File: src/rtl/huc_timer_irq.sv
// ----------------------------------------------------------------------------
// huc_timer_irq
//
// Programmable down-counting timer plus a small interrupt controller that
// feeds the level-sensitive IRQ input of the 65C02 core. Both live in the
// hardware I/O page:
//   timer                : offsets 0x0C00-0x0FFF (addr[12:10] == 3'b011)
//   interrupt controller : offsets 0x1400-0x17FF (addr[12:10] == 3'b101)
// Only addr[1:0] selects a register; addr[9:2] are don't-care (mirrors).
//
//   timer +0 W : reload value          R : current counter (zero-extended)
//   timer +1 W : enable (di[0])        R : {7'b0, enable}
//   irqc  +2 RW: disable mask {timer, irq1, irq2}, 1 = disabled
//   irqc  +3 R : raw status {5'b0, tirq_pend, irq1, irq2}
//            W : any data clears tirq_pend (a same-cycle underflow wins)
//   other offsets read 0x00 and ignore writes.
//
// Ports:
//   clk        system clock
//   reset      asynchronous, active-high reset
//   cs         CPU access targets the hardware I/O page this cycle
//   addr[12:0] offset within the I/O page
//   we         1 = write, 0 = read (qualified by cs)
//   di[7:0]    CPU write data
//   dout[7:0]  registered read data, valid the cycle after a read access
//   dout_valid dout holds read data for this block this cycle
//   irq1_in    external IRQ1 request, level, active high
//   irq2_in    external IRQ2 request, level, active high
//   irq        registered level IRQ to the CPU, active high
//   irq_src    highest-priority unmasked source: 2 timer, 1 IRQ1, 0 IRQ2/none
//
// Parameters:
//   PRESCALE   clk cycles per timer decrement (>= 2)
//   TIMER_BITS width of the counter and reload registers (<= 8)
//
// Build option:
//   IRQ_SYNC_EN  when defined, irq1_in/irq2_in pass through two-flop
//                synchronizers before status and interrupt logic, making the
//                external-line to irq latency 3 cycles instead of 1.
// ----------------------------------------------------------------------------
module huc_timer_irq #(
    parameter int PRESCALE   = 1024,
    parameter int TIMER_BITS = 7
) (
    input  logic        clk,
    input  logic        reset,
    input  logic        cs,
    input  logic [12:0] addr,
    input  logic        we,
    input  logic [7:0]  di,
    output logic [7:0]  dout,
    output logic        dout_valid,
    input  logic        irq1_in,
    input  logic        irq2_in,
    output logic        irq,
    output logic [1:0]  irq_src
);

    // ------------------------------------------------------------------
    // Constants
    // ------------------------------------------------------------------
    localparam int            PW        = (PRESCALE > 2) ? $clog2(PRESCALE) : 1;
    localparam logic [PW-1:0] PRESC_TOP = PW'(PRESCALE - 1);

    localparam logic [2:0] PAGE_TIMER = 3'b011;
    localparam logic [2:0] PAGE_IRQC  = 3'b101;

    localparam logic [1:0] TMR_COUNT = 2'd0;
    localparam logic [1:0] TMR_CTRL  = 2'd1;
    localparam logic [1:0] IC_MASK   = 2'd2;
    localparam logic [1:0] IC_STATUS = 2'd3;

    localparam logic [1:0] SRC_TIMER = 2'd2;
    localparam logic [1:0] SRC_IRQ1  = 2'd1;
    localparam logic [1:0] SRC_NONE  = 2'd0;

    // ------------------------------------------------------------------
    // State
    // ------------------------------------------------------------------
    logic [TIMER_BITS-1:0] reload;
    logic [TIMER_BITS-1:0] counter;
    logic                  enable;
    logic [PW-1:0]         presc;
    logic [2:0]            mask;
    logic                  tirq_pend;

    // ------------------------------------------------------------------
    // Address decode
    // ------------------------------------------------------------------
    logic tmr_sel;
    logic ic_sel;
    logic tmr_wr;
    logic ic_wr;
    logic rd_access;

    assign tmr_sel   = cs && (addr[12:10] == PAGE_TIMER);
    assign ic_sel    = cs && (addr[12:10] == PAGE_IRQC);
    assign tmr_wr    = tmr_sel && we;
    assign ic_wr     = ic_sel && we;
    assign rd_access = (tmr_sel || ic_sel) && !we;

    // Mirror address bits and the data bits no register stores are
    // intentionally ignored.
    logic unused_bits;
    assign unused_bits = ^{addr[9:2], di};

    // ------------------------------------------------------------------
    // External request lines
    // ------------------------------------------------------------------
    logic [1:0] ext;    // {irq1, irq2} as seen by status and interrupt logic

`ifdef IRQ_SYNC_EN
    logic [1:0] ext_meta;
    logic [1:0] ext_sync;

    always_ff @(posedge clk or posedge reset) begin
        if (reset) begin
            ext_meta <= 2'b00;
            ext_sync <= 2'b00;
        end else begin
            ext_meta <= {irq1_in, irq2_in};
            ext_sync <= ext_meta;
        end
    end

    assign ext = ext_sync;
`else
    assign ext = {irq1_in, irq2_in};
`endif

    // ------------------------------------------------------------------
    // Timer control
    // ------------------------------------------------------------------
    logic ctrl_wr;
    logic start;      // 0->1 enable write: load counter from reload
    logic stop_wr;    // writing 0 freezes counter and prescaler this cycle
    logic counting;
    logic presc_zero;
    logic underflow;

    assign ctrl_wr    = tmr_wr && (addr[1:0] == TMR_CTRL);
    assign start      = ctrl_wr && di[0] && !enable;
    assign stop_wr    = ctrl_wr && !di[0];
    assign counting   = enable && !stop_wr;
    assign presc_zero = (presc == '0);
    assign underflow  = counting && presc_zero && (counter == '0);

    // NOTE: every clocked process uses non-blocking (<=) assignments so all
    // registers sample the pre-edge values; e.g. a start loads the reload
    // value that was in effect before any write landing on the same edge.
    always_ff @(posedge clk or posedge reset) begin
        if (reset) begin
            reload  <= '0;
            counter <= '0;
            enable  <= 1'b0;
            presc   <= '0;
        end else begin
            if (tmr_wr && (addr[1:0] == TMR_COUNT)) begin
                reload <= di[TIMER_BITS-1:0];
            end

            if (ctrl_wr) begin
                enable <= di[0];
            end

            if (start) begin
                counter <= reload;
                presc   <= PRESC_TOP;
            end else if (counting) begin
                if (presc_zero) begin
                    presc <= PRESC_TOP;
                    // Counter reaches 0 and stays there for one full
                    // prescale period before reloading, so the period is
                    // (reload + 1) * PRESCALE.
                    if (counter == '0) begin
                        counter <= reload;
                    end else begin
                        counter <= counter - TIMER_BITS'(1);
                    end
                end else begin
                    presc <= presc - PW'(1);
                end
            end
        end
    end

    // ------------------------------------------------------------------
    // Interrupt controller registers
    // ------------------------------------------------------------------
    logic pend_clr;

    assign pend_clr = ic_wr && (addr[1:0] == IC_STATUS);

    always_ff @(posedge clk or posedge reset) begin
        if (reset) begin
            mask      <= 3'b000;
            tirq_pend <= 1'b0;
        end else begin
            if (ic_wr && (addr[1:0] == IC_MASK)) begin
                mask <= di[2:0];
            end

            // Set has priority so an underflow coinciding with an
            // acknowledge is never lost.
            if (underflow) begin
                tirq_pend <= 1'b1;
            end else if (pend_clr) begin
                tirq_pend <= 1'b0;
            end
        end
    end

    // ------------------------------------------------------------------
    // Interrupt merge and priority encode
    // ------------------------------------------------------------------
    logic [2:0] act;
    logic [1:0] src_next;

    assign act = {tirq_pend, ext} & ~mask;

    // NOTE: combinational blocks assign a default to every output first,
    // so no path leaves a signal unassigned and no latch is inferred.
    always_comb begin
        src_next = SRC_NONE;
        if (act[2]) begin
            src_next = SRC_TIMER;
        end else if (act[1]) begin
            src_next = SRC_IRQ1;
        end
    end

    // ------------------------------------------------------------------
    // Read mux (reads have no side effects)
    // ------------------------------------------------------------------
    logic [7:0] rd_data;

    always_comb begin
        rd_data = 8'h00;
        if (tmr_sel) begin
            case (addr[1:0])
                TMR_COUNT: rd_data = 8'(counter);
                TMR_CTRL:  rd_data = {7'b0, enable};
                default:   rd_data = 8'h00;
            endcase
        end else if (ic_sel) begin
            case (addr[1:0])
                IC_MASK:   rd_data = {5'b0, mask};
                IC_STATUS: rd_data = {5'b0, tirq_pend, ext};
                default:   rd_data = 8'h00;
            endcase
        end
    end

    // ------------------------------------------------------------------
    // Registered outputs
    // ------------------------------------------------------------------
    always_ff @(posedge clk or posedge reset) begin
        if (reset) begin
            dout       <= 8'h00;
            dout_valid <= 1'b0;
            irq        <= 1'b0;
            irq_src    <= SRC_NONE;
        end else begin
            // dout keeps its last value between reads.
            if (rd_access) begin
                dout <= rd_data;
            end
            dout_valid <= rd_access;
            irq        <= |act;
            irq_src    <= src_next;
        end
    end

endmodule

File: config.mk
export PLATFORM = sky130hd
export DESIGN_NAME = huc_timer_irq
export DESIGN_NICKNAME = d
export VERILOG_FILES = /design/src/rtl/huc_timer_irq.sv
export SDC_FILE = /design/constraint.sdc
export NUM_CORES = 1
export LEC_CHECK = 0
export BUFFER_PORTS_ARGS = -buffer_cell sky130_fd_sc_hd__buf_2
export CORE_MARGIN = 5
export CORE_UTILIZATION = 30
export CTS_CLUSTER_SIZE = 12
export DETAILED_ROUTE_END_ITERATION = 16
export SYNTH_ARGS = -nofsm -noshare
export SYNTH_HDL_FRONTEND = slang
export SYNTH_SLANG_ARGS = --single-unit
export TNS_END_PERCENT = 5
File: constraint.sdc
create_clock -name clk -period 2.4 [get_ports clk]
set_input_delay 0.12 -clock clk [delete_from_list [all_inputs] [get_ports clk]]
set_output_delay 0.12 -clock clk [all_outputs]
set_load 0.01 [all_outputs]
==> results by group, run 1 <==
Power and ir drop
  • Worst ir drop on vdd: 0.0004081 V
  • Leakage power figure: 1.123 nW
  • Pwr dens: 882.8 mW/mm2

Synthesis
  • Post-Synthesis Net Count: 238
  • Post-synthesis sequential area ratio: 48.37%
  • Most used DFF post-synth: sky130_fd_sc_hd__dfrtp_1
  • Synthesized instance count: 208
  • Post-Synth XOR/XNOR Area: 0.4232%
  • Synth Warn #: 0
  • Main combinational cell family by area after synthesis: simple AND/OR/NAND/NOR gates
  • Post-synthesis adder-cell area fraction: 1.814%
  • Cell area after synthesis: 0.002069 mm2
  • Compound-gate portion of the synthesized area: 15.05%
  • Mapped Avg Cell Area: 9.949 um2
  • Portion of netlist area occupied by mux cells: 11.79%
  • Share of flip-flops with an asynchronous set or reset after synthesis: 100.0%
  • EDFF count, synth: 0
  • Biggest area contributors in the synthesized netlist: sky130_fd_sc_hd__dfrtp_1 48%, sky130_fd_sc_hd__mux2_2 6.0%, sky130_fd_sc_hd__mux2i_1 5.8%
  • Top cell type's share of synthesized area: 48.37%
  • Largest area contributor in the synthesized netlist: sky130_fd_sc_hd__dfrtp_1
  • Post-Synth Simple-Gate Area: 16.87%
  • Distinct cells, synth: 42
  • Synthesized flop and latch total: 40

Floorplan
  • Core box area: 0.006756 mm2
  • Initial standard-cell utilization of the core: 30.63%
  • Standard-cell row count: 30
  • Number of top-level pins: 39
  • Die Span Y: 93.06 um
  • Die Width: 93.06 um
  • Die area: 0.008659 mm2

Routing
  • Total detailed-routing wirelength: 4093 um
  • Routed via count divided by cell count: 4.842
  • Remaining number of nets flagged by the antenna check after routing: 0
  • Post-detailed-route DRC marker count: 0
  • Routed length per placed instance: 12.71 um
  • Via count: 1559
  • Initial DRT Pass Iterations: 4
  • Initial drt markers: 50

Hold path
  • Min-Delay Path Depth: 2
  • Min-Delay Path Class: in -> reg
  • Min-Delay Endpoint: reload[3]
  • Launch instance of the worst min-delay path: di[3]

Clock network
  • Post-cts repair resize count: 0
  • Longest Clk Path Bufs: 2
  • Cell chosen for the clock root: sky130_fd_sc_hd__clkbuf_8
  • Clock Sink Count: 40
  • Clock transition at the registers of the reported paths: 0.08 ns
  • Quantity of hold-fixing buffers added after cts: 1
  • Setup repair bufs after CTS: 0
  • CTS Buf Count: 5
  • Total number of H-tree levels: 2
  • CTS tree: yes
  • Clock latency reported for the late side of the worst-skew pair: 0.29 ns

Critical path
  • Crit path DAT: 2.42 ns
  • WS Path Type: reg -> reg
  • Number of cell instances on the worst register-to-register path: 7
  • Worst path buffer plus inverter count: 1
  • Sort of element at the end of the critical path: flop
  • R2R Setup Slk: 0.21 ns
  • Critical path cell sequence: inv_1 > ha_1 > or3b_1 > o31ai_4 > o21ai_2 > or3_1 > nand3_1
  • R2r endpoint: counter[0]
  • CP max stage cell: sky130_fd_sc_hd__or3b_1
  • Data required, critical path: 2.63 ns
  • Critical R2R Launch: presc[0]
  • Critical path peak fanout: 13
  • Critical Path Max Stage Delay: 0.49 ns
  • Cell type group with the largest total delay on the critical path: simple AND/OR/NAND/NOR gates
  • Critical Path Source Type: flop

STA
  • Final Hold Fails: 0
  • Summed negative setup slack over all endpoints: 0 ns
  • Post-layout min period: 2.192 ns
  • Setup repair after global routing missed its margin: false
  • Clock skew: 0.005412 ns
  • Count of endpoints failing setup in the final report: 0
  • Maximum clock rate: 456.1 MHz
  • Fin crit share: 91.35%
  • Measured slew at the worst slew-check pin: 0.5437 ns
  • Crit path setup slack, layout: 0.2076 ns
  • Max-slew violations: 0
  • Slew margin rel.: 63.75%

Finish
  • Final Net Count: 271
  • Area added between synthesis and finish: 19.17%
  • Commonest cells after routing, fill and taps aside: 40 x sky130_fd_sc_hd__dfrtp_1, 28 x sky130_fd_sc_hd__buf_2, 17 x sky130_fd_sc_hd__nor2_1
  • Fraction of final layout cells sized beyond drive strength 1: 23.97%
  • Number of filler cells placed in the layout: 678
  • Number of diodes: 0
  • Commonest non-fill, non-tap cell in the layout: sky130_fd_sc_hd__dfrtp_1

Placement
  • Routability-driven placement congestion ratio: 0.8039
  • Worst-case setup slack after placement: 0.2239 ns
  • Port Buf Inserts: 28
  • HPWL after DPL: 3046 um

Global routing
  • Antenna violations before repair: 0
  • Final global-route overflow total: 0
  • All-Layer GR Usage: 10.26%
  • Pin count of the biggest net entering global routing: 41
  • First-pass GRT wire length: 7024 um
  • Vias in the first global route: 1518

Outcome
  • Run status: finished, final reports clean

Job
  • Number of max-capacitance violations reported: 0
[logic make-up after synthesis]
kind of cell,after synthesis
DFF,40
AOI/OAI and AO/OA,48
xor gates and xnor gates,1
other,1
and+or+nand+nor,68
buffers and inverters,24
adders and majority gates,3
muxes,23
[power by group]
part | switching [mW] | total, mW | internal (mW)
Sequential | 0.152 | 0.975 | 0.824
Combinational | 0.227 | 0.442 | 0.214
Clock | 0.240 | 0.760 | 0.520
Total | 0.619 | 2.18 | 1.56
[synth_stat cells, types with 3 or more instances]
cell	number
sky130_fd_sc_hd__o21ai_0	11
sky130_fd_sc_hd__nand3_1	8
sky130_fd_sc_hd__nor2b_1	3
sky130_fd_sc_hd__nand2b_1	3
sky130_fd_sc_hd__inv_1	15
sky130_fd_sc_hd__buf_2	4
sky130_fd_sc_hd__or3_1	6
sky130_fd_sc_hd__dfrtp_1	40
sky130_fd_sc_hd__nand2_1	12
sky130_fd_sc_hd__nor3_1	9
sky130_fd_sc_hd__o22ai_1	3
sky130_fd_sc_hd__mux2_2	11
sky130_fd_sc_hd__nor2_1	17
sky130_fd_sc_hd__mux2i_1	12
sky130_fd_sc_hd__a21oi_1	16
sky130_fd_sc_hd__buf_4	3
sky130_fd_sc_hd__a31oi_1	3
sky130_fd_sc_hd__ha_1	3
[stage by stage]
stage | hold WS, ns | cell area (um2) | util [%] | cells | power [mW]
floorplan | 0.2368 | 2069 | - | 208 | 1.290
global placement | 0.2733 | 2297 | 34.00 | 313 | 1.420
detailed placement | 0.2765 | 2297 | 34.00 | 313 | 1.437
CTS | 0.04507 | 2466 | 36.50 | 322 | 2.207
global route | 0.04993 | 2466 | 36.50 | 322 | 2.333
finish | 0.05186 | 2466 | 36.50 | 322 | 2.177
[worst max path at each step]
stage	startpoint	end	slack [ns]	cells past startpoint
2_1_floorplan	presc[0]	counter[6]	0.43	8
3_3_place_gp	presc[0]	counter[0]	0.27	7
3_5_place_dp	presc[0]	counter[0]	0.22	7
4_1_cts	presc[0]	counter[0]	0.19	7
5_1_grt	presc[1]	counter[0]	0.09	7
6_report	presc[0]	counter[0]	0.21	7
[registers in the layout, indices dropped and copies added, names as in the netlist]
signal / count
counter: 7
dout: 7
dout_valid: 1
enable: 1
irq: 1
irq_src: 2
mask: 3
presc: 10
reload: 7
tirq_pend: 1
[layer usage]
metal | up-vias | track usage [%] | wire, um
met5 | - | 0 | 0
met4 | 0 | 4.762 | 80
met3 | 5 | 2.494 | 176
met2 | 28 | 16.98 | 1855
met1 | 721 | 12.57 | 1982
li1 | 805 | - | -
[layout make-up]
class	count	area, um2	area share, %
clock buffer	5	68.82	2.790
clock inverter	3	90.09	3.653
inverter	15	56.30	2.283
multi-input combinational	144	954.7	38.71
sequential	40	1001	40.59
tap	80	100.1	4.059
timing repair buffer	35	195.2	7.915
Note: power is estimated with default switching activity, not from simulation.
==> run 2: changes to the inputs <==
--- a/config.mk
+++ b/config.mk
@@ -8,6 +8,7 @@
 export BUFFER_PORTS_ARGS = -buffer_cell sky130_fd_sc_hd__buf_2
 export CORE_MARGIN = 5
 export CORE_UTILIZATION = 30
+export CTS_CLUSTER_DIAMETER = 40
 export CTS_CLUSTER_SIZE = 12
 export DETAILED_ROUTE_END_ITERATION = 16
 export SYNTH_ARGS = -nofsm -noshare
==> constraint.sdc (replaced) <==
create_clock -name clk -period 2.1 [get_ports clk]
set_input_delay 0.105 -clock clk [delete_from_list [all_inputs] [get_ports clk]]
set_output_delay 0.105 -clock clk [all_outputs]
set_load 0.1 [all_outputs]
==> run 2 against run 1 <==
  * Register-to-register slack got worse by 0.08 ns
  * Via count increased by 4.6%
  * Hold slack got worse by 0.012 ns
  * Power increased by 14%
==> results by group, run 2 (synthesis results as in run 1) <==
Outcome
  • Run status: finished, final reports clean

Critical path
  • R2R Setup Slk: 0.13 ns (-0.08 ns)
  • Crit path DAT: 2.15 ns (-0.27 ns)
  • Critical R2R Launch: presc[0]
  • R2r endpoint: counter[3]
  • Critical Path Source Type: flop
  • Data required, critical path: 2.27 ns (-0.36 ns)
  • Critical path peak fanout: 9 (-4)
  • WS Path Type: reg -> reg
  • Sort of element at the end of the critical path: flop
  • Number of cell instances on the worst register-to-register path: 8 (+1)

Global routing
  • Final global-route overflow total: 0 (unchanged)
  • Pin count of the biggest net entering global routing: 41 (unchanged)
  • All-Layer GR Usage: 10.69% (+0.43 points)
  • Vias in the first global route: 1553 (+2.3%)
  • Antenna violations before repair: 0 (unchanged)
  • First-pass GRT wire length: 7341 um (+4.5%)

Finish
  • Number of diodes: 0 (unchanged)
  • Area added between synthesis and finish: 19.71%
  • Fraction of final layout cells sized beyond drive strength 1: 26.10% (+2.1 points)
  • Commonest non-fill, non-tap cell in the layout: sky130_fd_sc_hd__dfrtp_1
  • Final Net Count: 278 (+2.6%)
  • Number of flip-flops under the largest register name: 10 (unchanged)
  • Number of filler cells placed in the layout: 684 (+0.88%)
  • Post-Route Utilization: 36.67% (+0.17 points)
  • Largest Register: presc
  • Multi-input combinational cell area: 964.7 um2 (+1.0%)
  • Storage cell area: 0.001001 mm2 (unchanged)
  • Post-route design area: 0.002477 mm2 (+0.46%)
  • Commonest cells after routing, fill and taps aside: 40 x sky130_fd_sc_hd__dfrtp_1, 28 x sky130_fd_sc_hd__buf_2, 17 x sky130_fd_sc_hd__nor2_1

Routing
  • Initial drt markers: 58 (+16%)
  • Via count: 1631 (+4.6%)
  • Remaining number of nets flagged by the antenna check after routing: 0 (unchanged)
  • Routed length per placed instance: 13.06 um (+2.8%)
  • Initial DRT Pass Iterations: 4 (unchanged)
  • Post-detailed-route DRC marker count: 0 (unchanged)
  • Total detailed-routing wirelength: 4297 um (+5.0%)
  • Routed via count divided by cell count: 4.957 (+2.4%)

Floorplan
  • Die Width: 93.06 um (unchanged)
  • Standard-cell row count: 30 (unchanged)
  • Die area: 0.008659 mm2 (unchanged)
  • Core box area: 0.006756 mm2 (unchanged)
  • Number of top-level pins: 39 (unchanged)
  • Initial standard-cell utilization of the core: 30.63% (unchanged)
  • Die Span Y: 93.06 um (unchanged)

Placement
  • Routability-driven placement congestion ratio: 0.7825 (-2.7%)
  • HPWL after DPL: 3151 um (+3.5%)
  • Placed Instance Area: 0.002350 mm2 (+2.3%)
  • Port Buf Inserts: 28 (unchanged)

Hold path
  • Launch instance of the worst min-delay path: di[1]
  • Min-Delay Path Depth: 3 (+1)
  • Min-Delay Endpoint: reload[1]
  • Min-Delay Path Class: in -> reg

STA
  • Slew margin rel.: 66.28% (+2.5 points)
  • Max-slew violations: 0 (unchanged)
  • Summed negative setup slack over all endpoints: 0 ns (unchanged)
  • Measured slew at the worst slew-check pin: 0.5059 ns (-0.03784 ns)
  • Maximum clock rate: 506.7 MHz (+11%)
  • Count of endpoints failing setup in the final report: 0 (unchanged)
  • Final Hold Fails: 0 (unchanged)
  • Post-layout min period: 1.974 ns (-0.2187 ns)
  • Clock skew: 0.004835 ns (-0.0005769 ns)
  • Fin crit share: 93.98% (+2.6 points)

Clock network
  • CTS Buf Count: 5 (unchanged)
  • Clock latency reported for the late side of the worst-skew pair: 0.29 ns (about the same)
  • Cell chosen for the clock root: sky130_fd_sc_hd__clkbuf_8
  • CTS tree: yes
  • Clock transition at the registers of the reported paths: 0.08 ns (about the same)
  • Longest Clk Path Bufs: 2 (unchanged)
  • Total number of H-tree levels: 2 (unchanged)
  • Clock Sink Count: 40 (unchanged)

Power and ir drop
  • Pwr dens: 1002 mW/mm2 (+14%)
  • Leakage power figure: 1.139 nW (+1.5%)
  • Worst ir drop on vdd: 0.0002468 V (-40%)

Job
  • Number of max-capacitance violations reported: 0 (unchanged)
run 2: changes by cell type in the layout (fill, tap and decap cells not counted), sizes merged:
| cell | change |
|---|---|
| clkbuf | +1 |
| clkinv | +1 |
| buf | +7 |
| bufinv | -2 |
run 2: what timing repair did:
action,4_1_cts,5_1_grt
buffers inserted,0,0
hold buffers,1,0
gates resized for setup,0,2
hold endpoints to repair,40,0
setup endpoints to repair,0,7
run 2: worst max-delay path, cell delays in order (launching register included):
cell	delay (ns)
sky130_fd_sc_hd__dfrtp_1	0.41
sky130_fd_sc_hd__inv_1	0.07
sky130_fd_sc_hd__ha_1	0.19
sky130_fd_sc_hd__or3b_4	0.41
sky130_fd_sc_hd__o31ai_4	0.26
sky130_fd_sc_hd__o21ai_4	0.12
sky130_fd_sc_hd__buf_4	0.18
sky130_fd_sc_hd__a21oi_1	0.13
sky130_fd_sc_hd__o22ai_1	0.09
run 2: where the power goes:
part	internal (mW)	switching (mW)	total (mW)
Combinational	0.259	0.501	0.759
Clock	0.353	0.264	0.617
Sequential	0.942	0.166	1.11
Total	1.55	0.931	2.48
run 2: worst max path at each step:
stage	cells after the start	startpoint	slack, ns	endpoint
3_3_place_gp	7	presc[0]	0.13	counter[6]
5_1_grt	8	presc[0]	-0.009	presc[9]
4_1_cts	8	presc[0]	0.05	counter[3]
2_1_floorplan	8	presc[0]	0.13	counter[6]
6_report	8	presc[0]	0.13	counter[3]
3_5_place_dp	8	presc[0]	0.07	counter[3]
run 2: final cells by class:
class | instances | share of cell area (%)
Timing Repair Buffer | 42 | 10.00
Sequential cell | 40 | 40.40
Multi-Input combinational cell | 144 | 38.94
Inverter | 15 | 2.273
Tap cell | 80 | 4.040
Clock inverter | 2 | 1.414
Clock buffer | 6 | 2.929
run 2: stage by stage:
step	hold WS [ns]	power, mW	setup slack (ns)	std cells
finish	0.03988	2.483	0.1263	329
global route	0.03330	2.657	-0.008925	329
CTS	0.03448	2.513	0.04618	329
detailed placement	0.2642	1.883	0.06830	320
floorplan	0.2218	1.698	0.1256	208
global placement	0.2614	1.859	0.1285	320
run 2: routing by layer:
layer  part of all wire (%)  GRT usage [%]  up-vias  wire length, um
li1                       -              -      816                -
met1                     48          13.54      777             2051
met2                     46          17.22       32             1966
met3                    4.7          2.896        6              201
met4                    1.8          4.396        0               77
met5                      0              0        -                0
